[config.mk]
export PLATFORM = sky130hd
export DESIGN_NAME = lsu_operand_fetch
export DESIGN_NICKNAME = d
export VERILOG_FILES = /design/src/rtl/lsu_pkg.sv /design/src/rtl/lsu_byte_align.sv /design/src/rtl/lsu_operand_fetch.sv
export SDC_FILE = /design/constraint.sdc
export NUM_CORES = 1
export LEC_CHECK = 0
export CORE_AREA = 2 2 198 180
export DETAILED_ROUTE_END_ITERATION = 10
export DIE_AREA = 0 0 200 182
export PLACE_DENSITY = 0.89
export SLEW_MARGIN = 20
export SYNTH_ARGS = -nofsm -noshare
export SYNTH_HDL_FRONTEND = slang
export SYNTH_SLANG_ARGS = --single-unit
[constraint.sdc]
create_clock -name clk -period 18.8 [get_ports clk]
set_input_delay 3.76 -clock clk [delete_from_list [all_inputs] [get_ports clk]]
set_output_delay 3.76 -clock clk [all_outputs]
set_load 0.02 [all_outputs]
[src/rtl/lsu_pkg.sv]
// Shared types and constants for the LSU operand fetch path.
package lsu_pkg;

    localparam int BYTE_W    = 8;
    localparam int LANES_DEF = 16;

    typedef enum logic [1:0] {
        IDLE  = 2'd0,
        ISSUE = 2'd1,
        DRAIN = 2'd2
    } state_t;

    // Width of a lane index / byte offset field for a given lane count.
    // The column-length field is one bit wider so it can hold LANES itself.
    function automatic int lane_idx_w(input int lanes);
        return $clog2(lanes);
    endfunction

endpackage

[src/rtl/lsu_byte_align.sv]
// Rotates one RAM entry so the first window byte lands in lane 0, optionally
// walking the entry backwards, and zeroes/masks lanes beyond the column length.
module lsu_byte_align
    import lsu_pkg::*;
#(
    parameter int LANES = LANES_DEF
) (
    input  logic [LANES*BYTE_W-1:0]      raw,
    input  logic [lane_idx_w(LANES)-1:0] off,
    input  logic [lane_idx_w(LANES):0]   col_len,
    input  logic                         col_dir,
    output logic [LANES*BYTE_W-1:0]      aligned,
    output logic [LANES-1:0]             mask
);

    localparam int IDX_W = lane_idx_w(LANES);

    logic [IDX_W-1:0] src;

    // Per-lane byte select; the IDX_W-bit sum wraps inside the entry.
    always_comb begin
        aligned = '0;
        mask    = '0;
        src     = '0;
        for (int j = 0; j < LANES; j++) begin
            src = col_dir ? (off + IDX_W'(j)) : (off - IDX_W'(j));
            if ((IDX_W + 1)'(j) < col_len) begin
                mask[j]                      = 1'b1;
                aligned[j*BYTE_W +: BYTE_W]  = raw[int'(src)*BYTE_W +: BYTE_W];
            end
        end
    end

endmodule

[src/rtl/lsu_operand_fetch.sv]
// Operand fetch for one LSU operand RAM: walks a 2-D byte window row by row,
// aligns each entry, and streams masked vectors to the MXU through a skid FIFO.
module lsu_operand_fetch
    import lsu_pkg::*;
#(
    parameter int LANES      = LANES_DEF,
    parameter int ADDR_W     = 8,
    parameter int ROW_W      = 5,
    parameter int FIFO_DEPTH = 2
) (
    input  logic                         clk,
    input  logic                         rst,
    input  logic                         cmd_vld,
    output logic                         cmd_rdy,
    input  logic [ADDR_W-1:0]            cmd_addr,
    input  logic [lane_idx_w(LANES)-1:0] cmd_byte_off,
    input  logic [lane_idx_w(LANES):0]   cmd_col_len,
    input  logic                         cmd_col_dir,
    input  logic [ROW_W-1:0]             cmd_row_cnt,
    input  logic                         cmd_row_dir,
    input  logic                         abort,
    output logic                         mem_cen,
    output logic [ADDR_W-1:0]            mem_addr,
    input  logic [LANES*BYTE_W-1:0]      mem_dout,
    output logic                         out_vld,
    input  logic                         out_rdy,
    output logic [LANES*BYTE_W-1:0]      out_data,
    output logic [LANES-1:0]             out_mask,
    output logic                         out_last,
    output logic                         busy
);

    localparam int IDX_W  = lane_idx_w(LANES);
    localparam int DATA_W = LANES * BYTE_W;
    localparam int PTR_W  = (FIFO_DEPTH > 1) ? $clog2(FIFO_DEPTH) : 1;
    localparam int CNT_W  = $clog2(FIFO_DEPTH + 1);

    state_t            state;
    logic [ADDR_W-1:0] row_addr;
    logic [IDX_W-1:0]  off_q;
    logic [IDX_W:0]    len_q;
    logic              col_dir_q;
    logic              row_dir_q;
    logic [ROW_W-1:0]  row_cnt_q;
    logic [ROW_W-1:0]  k;
    logic              inflight;
    logic              inflight_last;

    logic [DATA_W-1:0] fifo_data [FIFO_DEPTH];
    logic [LANES-1:0]  fifo_mask [FIFO_DEPTH];
    logic              fifo_last [FIFO_DEPTH];
    logic [PTR_W-1:0]  wr_ptr;
    logic [PTR_W-1:0]  rd_ptr;
    logic [CNT_W-1:0]  count;

    logic              accept;
    logic              noop;
    logic              pop;
    logic              push;
    logic              room;
    logic              issue;
    logic              last_row;
    logic [CNT_W:0]    occ_next;
    logic [DATA_W-1:0] push_data;
    logic [LANES-1:0]  push_mask;

    function automatic logic [PTR_W-1:0] ptr_next(input logic [PTR_W-1:0] p);
        return (p == PTR_W'(FIFO_DEPTH - 1)) ? '0 : p + PTR_W'(1);
    endfunction

    assign cmd_rdy  = (state == IDLE) && !rst && !abort;
    assign accept   = cmd_vld && cmd_rdy;
    assign noop     = (cmd_col_len == '0) || (cmd_row_cnt == '0);
    assign out_vld  = (count != '0);
    assign pop      = out_vld && out_rdy;
    assign push     = inflight;
    assign busy     = (state != IDLE);
    assign last_row = (k == row_cnt_q - ROW_W'(1));

    // A head leaving this cycle frees its slot before the new read lands,
    // which is what sustains one row per cycle with a two-entry FIFO.
    assign occ_next = {1'b0, count} + (CNT_W + 1)'(inflight) - (CNT_W + 1)'(pop);
    assign room     = occ_next < (CNT_W + 1)'(FIFO_DEPTH);

    // The RAM returns data one cycle after the request, so the read strobe is
    // decoded straight from the current state rather than registered.
    assign issue    = (state == ISSUE) && !abort && room;
    assign mem_cen  = issue;
    assign mem_addr = issue ? row_addr : '0;

    assign out_data = out_vld ? fifo_data[rd_ptr] : '0;
    assign out_mask = out_vld ? fifo_mask[rd_ptr] : '0;
    assign out_last = out_vld && fifo_last[rd_ptr];

    lsu_byte_align #(
        .LANES(LANES)
    ) u_align (
        .raw     (mem_dout),
        .off     (off_q),
        .col_len (len_q),
        .col_dir (col_dir_q),
        .aligned (push_data),
        .mask    (push_mask)
    );

    // Command FSM: latches the command, walks the rows, tracks the read in flight.
    always_ff @(posedge clk or posedge rst) begin
        if (rst) begin
            state         <= IDLE;
            row_addr      <= '0;
            off_q         <= '0;
            len_q         <= '0;
            col_dir_q     <= 1'b0;
            row_dir_q     <= 1'b0;
            row_cnt_q     <= '0;
            k             <= '0;
            inflight      <= 1'b0;
            inflight_last <= 1'b0;
        end else if (abort) begin
            state         <= IDLE;
            inflight      <= 1'b0;
            inflight_last <= 1'b0;
        end else begin
            inflight <= issue;
            if (issue) begin
                inflight_last <= last_row;
            end
            case (state)
                IDLE: begin
                    if (accept) begin
                        row_addr  <= cmd_addr;
                        off_q     <= cmd_byte_off;
                        len_q     <= cmd_col_len;
                        col_dir_q <= cmd_col_dir;
                        row_dir_q <= cmd_row_dir;
                        row_cnt_q <= cmd_row_cnt;
                        k         <= '0;
                        if (!noop) begin
                            state <= ISSUE;
                        end
                    end
                end
                ISSUE: begin
                    if (issue) begin
                        k        <= k + ROW_W'(1);
                        row_addr <= row_dir_q ? (row_addr + ADDR_W'(1))
                                              : (row_addr - ADDR_W'(1));
                        if (last_row) begin
                            state <= DRAIN;
                        end
                    end
                end
                DRAIN: begin
                    if ((count == '0) && !inflight) begin
                        state <= IDLE;
                    end
                end
                default: state <= IDLE;
            endcase
        end
    end

    // FIFO pointers and occupancy; abort discards everything buffered.
    always_ff @(posedge clk or posedge rst) begin
        if (rst) begin
            wr_ptr <= '0;
            rd_ptr <= '0;
            count  <= '0;
        end else if (abort) begin
            wr_ptr <= '0;
            rd_ptr <= '0;
            count  <= '0;
        end else begin
            if (push) begin
                wr_ptr <= ptr_next(wr_ptr);
            end
            if (pop) begin
                rd_ptr <= ptr_next(rd_ptr);
            end
            count <= count + CNT_W'(push) - CNT_W'(pop);
        end
    end

    // FIFO storage; contents are only observed through the occupancy-gated outputs.
    always_ff @(posedge clk) begin
        if (push && !abort) begin
            fifo_data[wr_ptr] <= push_data;
            fifo_mask[wr_ptr] <= push_mask;
            fifo_last[wr_ptr] <= inflight_last;
        end
    end

endmodule

==> flow_summary.ini, run 1 <==
[outcome]
status = finished, final reports clean

[worst_setup_path]
path_class = input pin to output port
crit_path_end_kind = output port
crit_slowest_cell = nor2_1
slowest_delay_ns = 0.71
required_ns = 15.04
reg2reg_depth = 9
crit_fanout = 14
critPathArrivalTime_ns = 7.28
startpoint_type = input pin
crit_chain = clkdlybuf4s50_1 -> and2_1 -> ha_1 -> inv_1 -> ha_1 -> inv_1 -> fa_1 -> xnor2_1 -> nand3_1 -> nor2_1 -> and2_1 -> clkdlybuf4s50_1
r2r_setup_slack_ns = 14.12

[timing]
tightestPinTransition_ns = 1.15
rsz0062_at_grt = no
fin_tns_setup_ns = 0
slew_violations = 0
finalCritPeriodShare_pct = 58.7
fmax_ghz = 0.0906
relSlewSlack_pct = 22.7
setup_violations = 0
hold_viol_final = 0
finClkSkew_ns = 0.0243
finalCriticalPeriod_ns = 11.04

[power_and_ir_drop]
comb_power_share_pct = 59.0
p_int_mw = 2.38
power_frac_seq_pct = 24.3
switching_share_pct = 43.6
vdd_drop_max_uv = 90.3
switchingPower_mw = 1.84
total_power_mw = 4.22
p_clk_share_pct = 16.7
p_per_area_nw_per_um2 = 170
p_leak_nw = 8.42

[yosys]
synth_cell_types = 54
postSynthAreaPerCell_um2 = 12.5
netlist_area_um2 = 20100
synth_top_family_by_area = multiplexers
yosys.area.top_type = edfxtp_1
seq_area_frac_synth_pct = 48.0
ys_async_sr_fraction_pct = 11.3
syn_nets = 1780
yosysTopAreaCellShare_pct = 43.4
synth_ff_type = edfxtp_1
synth_fa_ha_area_share_pct = 1.47
synthXorXnorAreaFrac_pct = 1.44
synthTopCellsByArea = edfxtp_1, mux4_2, mux2i_1
syn_inst = 1603
synth_edf_count = 290
yosys_warnings = 0
synth_simple_gate_area_share_pct = 12.6
synth-seq-cells = 327
synth-compound-area-share_pct = 4.85
synthMuxAreaShare_pct = 28.4

[global_route]
grt-ovfl-total = 0
grt_pass1_wl_um = 89600
grt_usage_pct = 33.7
grt_max_degree = 88
first_global_vias = 14800
antenna_found_initial = 4

[routing]
viasPerCell = 6.56
drt_first_iter_violations = 2152
drc = 0
avgRoutedWirePerCell_um = 25.7
drt_first_pass_iters = 6
vias = 15500
ant_nets = 0
routed_wl_um = 60600

[clock_network]
cts_setup_buffers = 0
cts_tree = yes
cts.sinks = 327
ctsHoldBuffers = 0
cts_root_buf = clkbuf_16
numCtsBuffers = 35
cts_buffer_depth = 3
h-tree-depth = 2
cts_resized = 0
clkSlewWorstSetupHoldPaths_ns = 0.06
clock_latency_ns = 0.52

[placement]
globalplace.congestion = 0.954
port_buffers = 313
dp_hpwl_um = 44300
dpl_cell_area_um2 = 23600

[die]
dieArea_um2 = 36400
die_x_um = 200
pin_count = 314
rows = 65
die_y_um = 182
core_um2 = 34600
start_util_pct = 58.1

[min_path]
hp-class = register to register
hold_path_depth = 2

[layout]
drive_gt1_share_pct = 15.4
fin_util_pct = 71.7
stdcell_area_um2 = 24800
fill_cells = 2240
num-nets-final = 2040
syn_to_final_growth_pct = 23.5

[run]
cap_viol_max_count = 0
critical path, delay by kind of cell:
family,cells,cell delay [ns]
and+or+nand+nor,4,1.33
buffers and inverters,4,1.16
adders and majority gates,3,0.80
xor gates and xnor gates,1,0.22
through the flow:
step | hold slack [ns] | instances | setup slack [ns]
final | 0.514 | 2357 | 7.76
after global routing | 0.526 | 2357 | 7.56
after CTS | 0.510 | 2355 | 7.84
after detailed placement | 0.485 | 2294 | 7.86
after global placement | 0.469 | 2294 | 8.05
after floorplan | 0.440 | 1603 | 3.43
cells in the mapped netlist (all sizes together) (29+ instances only):
| cell | count |
|---|---|
| a211oi | 50 |
| a21oi | 58 |
| and2 | 35 |
| buf | 51 |
| clkbuf | 63 |
| dfrtp | 37 |
| edfxtp | 290 |
| inv | 35 |
| mux2i | 171 |
| mux4 | 176 |
| nand2 | 189 |
| nor2 | 201 |
| nor2b | 43 |
| nor3 | 64 |
| o21ai | 29 |
cell type report:
class	instances	area [um^2]	share of cell area [%]
sequential	327	9640	38.9
tap	469	587	2.37
timing repair buffer	337	3330	13.4
clock inverter	20	221	0.893
antenna	1	2.50	0.0101
clock buffer	41	951	3.84
multi-input combinational	1126	9920	40.0
inverter	36	135	0.545
state kept, by name (all words and copies together) (netlist names):
signal and cells:
col_dir_q 1, rd_ptr 1, len_q 5, off_q 4, row_addr 8, k 5
state 2, row_dir_q 1, inflight_last 1, fifo_mask 32, count 2, fifo_last 2
inflight 1, fifo_data 256, wr_ptr 1, row_cnt_q 5
final timing paths:
check	to	from
min reg2reg	row_cnt_q[4]	row_cnt_q[4]
min	row_cnt_q[4]	row_cnt_q[4]
max in group asynchronous	rd_ptr	rst
min in group asynchronous	row_addr[3]	rst
max reg2reg	fifo_data[0][63]	off_q[1]
max	mem_addr[1]	out_rdy
routing by layer:
metal  track usage, %  vias to the layer above  part of all wire [%]
li1                 -                     6579                     -
met1             45.9                     7560                    36
met2             51.7                     1148                    46
met3             8.66                      163                    13
met4             14.4                        4                   5.2
met5                0                        -                 0.041
logic make-up after synthesis:
kind of cell | count (synthesis)
adders and majority gates | 20
AOI/OAI and AO/OA | 158
muxes | 348
xor gates and xnor gates | 30
and+or+nand+nor | 570
buffers and inverters | 150
DFF | 327
layout by cell type, fill, tap and decap left out, types with 3 or more instances in the layout:
| cell | instances |
|---|---|
| fa_1 | 4 |
| a31oi_1 | 5 |
| xor2_1 | 6 |
| a21oi_1 | 52 |
| nor3_1 | 61 |
| nor3_2 | 3 |
| xnor2_2 | 4 |
| ha_1 | 14 |
| dfrtp_1 | 34 |
| buf_4 | 22 |
| clkbuf_16 | 37 |
| a21oi_2 | 6 |
| xnor2_1 | 16 |
| mux4_2 | 171 |
| nand2_1 | 189 |
| o21ai_0 | 25 |
| clkinv_2 | 5 |
| clkbuf_1 | 3 |
| nor2b_1 | 43 |
| clkdlybuf4s50_1 | 313 |
| o21ai_1 | 3 |
| inv_1 | 34 |
| mux2i_1 | 171 |
| nor3b_1 | 10 |
| o21a_1 | 4 |
| nand3_1 | 6 |
| or2_2 | 12 |
| clkinv_1 | 6 |
| and2_1 | 35 |
| a211oi_1 | 50 |
| bufinv_16 | 4 |
| mux4_1 | 5 |
| nor2_1 | 199 |
| edfxtp_1 | 290 |
power groups by stage:
stage               sequential [mW]  combinational, mW  clock (mW)
floorplan                      1.01               1.60           0
global placement               1.04               2.33           0
detailed placement             1.04               2.40           0
CTS                            1.03               2.42       0.709
global route                   1.03               2.63       0.734
finish                         1.02               2.49       0.705
(Power assumes the default switching activity.)
==> inputs of run 2 (changes only) <==
CORE_AREA = 2 2 215 196   (was 2 2 198 180)
DIE_AREA = 0 0 217 198   (was 0 0 200 182)
PLACE_DENSITY = 0.8   (was 0.89)
clock period = 9.6 ns   (was 18.8 ns; I/O delays follow)
==> run 2 against run 1 <==
Net effect: first-iteration DRC count down 21%; cell area about the same; core utilization fell by 11 points; combinational power rose by 94%; power increased by 93%; clock skew up 0.0059 ns; sequential power rose by 97%; die area grew 18%; count of clock-buffer cells in the layout is 1 higher; register-to-register slack worse by 9.5 ns; global-route usage is 5.3 points lower; critical path type unchanged.
==> flow_summary.ini, run 2 (synthesis results as in run 1) <==
[worst_setup_path]
critPathArrivalTime_ns = 5.24
path_buf_inv = 4
slowest_delay_ns = 0.63
startpoint_type = input pin
crit_path_end_kind = output port
path_class = input pin to output port
reg2reg_depth = 8
timing.rr.start = off_q[1]
critPathTopFamily = simple AND/OR/NAND/NOR gates
reg2reg_to = fifo_data[0][63]
crit_chain = clkdlybuf4s50_1 -> and2_1 -> ha_1 -> inv_1 -> ha_1 -> inv_1 -> fa_1 -> xnor2_1 -> nand3_1 -> nor2_1 -> and2_1 -> clkdlybuf4s50_1
crit_fanout = 14
r2r_setup_slack_ns = 4.58
required_ns = 7.68
crit_start = out_rdy
crit_slowest_cell = nor2_1

[global_route]
grt_pass1_wl_um = 89900
grt_usage_pct = 28.4
antenna_found_initial = 3
first_global_vias = 14200
grt_max_degree = 89
grt-ovfl-total = 0

[power_and_ir_drop]
comb_power_share_pct = 59.6
p_per_area_nw_per_um2 = 328
switching_share_pct = 43.8
p_clk_share_pct = 15.7
power_frac_seq_pct = 24.7
vdd_drop_max_uv = 232
p_int_mw = 4.56
switchingPower_mw = 3.56
p_leak_nw = 8.37

[die]
pin_count = 314
die_x_um = 217
start_util_pct = 48.9
die_y_um = 198
dieArea_um2 = 43000
rows = 71
core_um2 = 41000

[layout]
drive_gt1_share_pct = 15.0
final_cell_mix = clkdlybuf4s50_1, edfxtp_1, nor2_1, nand2_1
finalNonFillerCells = 2434
num-nets-final = 2039
top_regs = fifo_data (256), fifo_mask (32), row_addr (8)
largest-register = fifo_data
syn_to_final_growth_pct = 23.5
stdcell_area_um2 = 24800
final_common_cell = clkdlybuf4s50_1
largest_reg_flops = 256

[min_path]
min_to = fifo_last[0]
hold_path_depth = 0
hp-class = register to register
hold_start = inflight_last

[timing]
rsz0062_at_grt = no
relSlewSlack_pct = 22.7
finClkSkew_ns = 0.0301
slew_violations = 0
hold_viol_final = 0
finalCritPeriodShare_pct = 74.6
fin_tns_setup_ns = 0
fmax_ghz = 0.140
setup_violations = 0
tightestPinTransition_ns = 1.16
finalCriticalPeriod_ns = 7.16

[routing]
ant_nets = 0
routed_wl_um = 61800
vias = 15200
viasPerCell = 6.23
drc = 0
drt_first_iter_violations = 1695
avgRoutedWirePerCell_um = 25.4
drt_first_pass_iters = 5

[clock_network]
cts_root_buf = clkbuf_16
cts_resized = 0
cts.sinks = 327
h-tree-depth = 2
cts_buffer_depth = 3
numCtsBuffers = 34
clock_latency_ns = 0.54
cts_setup_buffers = 0
clkSlewWorstSetupHoldPaths_ns = 0.06
ctsHoldBuffers = 0
cts_tree = yes

[placement]
globalplace.congestion = 0.973
dp_hpwl_um = 45600
dpl_cell_area_um2 = 23700
port_buffers = 313
place_inst = 2372

[run]
cap_viol_max_count = 0

[outcome]
status = finished, final reports clean
[run 2: power by group through the flow]
stage          Clock, mW  Combinational [mW]  Sequential [mW]
4_1_cts             1.29                4.76             2.01
5_1_grt             1.34                5.13             2.03
3_3_place_gp           0                4.63             2.03
3_5_place_dp           0                4.73             2.04
2_1_floorplan          0                3.13             1.96
6_report            1.27                4.84             2.01
[run 2: per-stage QoR]
step	setup slack (ns)	utilization, %	hold slack (ns)	power, mW
global placement	2.52	57.7	0.461	6.67
CTS	2.45	60.3	0.486	8.05
detailed placement	2.45	57.7	0.464	6.78
global route	2.27	60.4	0.502	8.50
finish	2.44	60.4	0.494	8.13
floorplan	1.24	-	0.440	5.09
[run 2: metal layers]
metal	global-route usage, %	up-vias	part of all wire, %
met2	45.1	887	47
li1	-	6569	-
met3	6.59	126	11
met5	0	-	0
met1	38.6	7572	38
met4	10.0	0	3.7
[run 2: how the worst max path moves through the flow]
stage | endpoint | slack (ns) | cells past startpoint
finish | mem_addr[6] | 2.44 | 12
global route | mem_addr[3] | 2.27 | 12
CTS | mem_addr[6] | 2.45 | 12
detailed placement | mem_addr[4] | 2.45 | 12
global placement | mem_addr[4] | 2.52 | 12
floorplan | fifo_data[1][0] | 1.24 | 2
[run 2: worst reg2reg max path: cells and delay by family, from the launching register on]
family / cells / cell delay (ns)
AND/OR/NAND/NOR: 3 / 0.97
adder cells (fa/ha/maj): 1 / 1.63
flip-flops: 1 / 0.35
AO/OA/AOI/OAI: 1 / 0.06
buffers and inverters: 2 / 1.21
multiplexers: 1 / 0.45
[run 2: layout make-up]
class	count	area, um^2
multi-input cells	1126	9940
repair buffers	337	3320
flip-flops and latches	327	9640
well taps	547	684
fillers	3252	16300
clock buffers	42	902
clock inverters	16	151
inverters	36	135
diodes	3	7.51
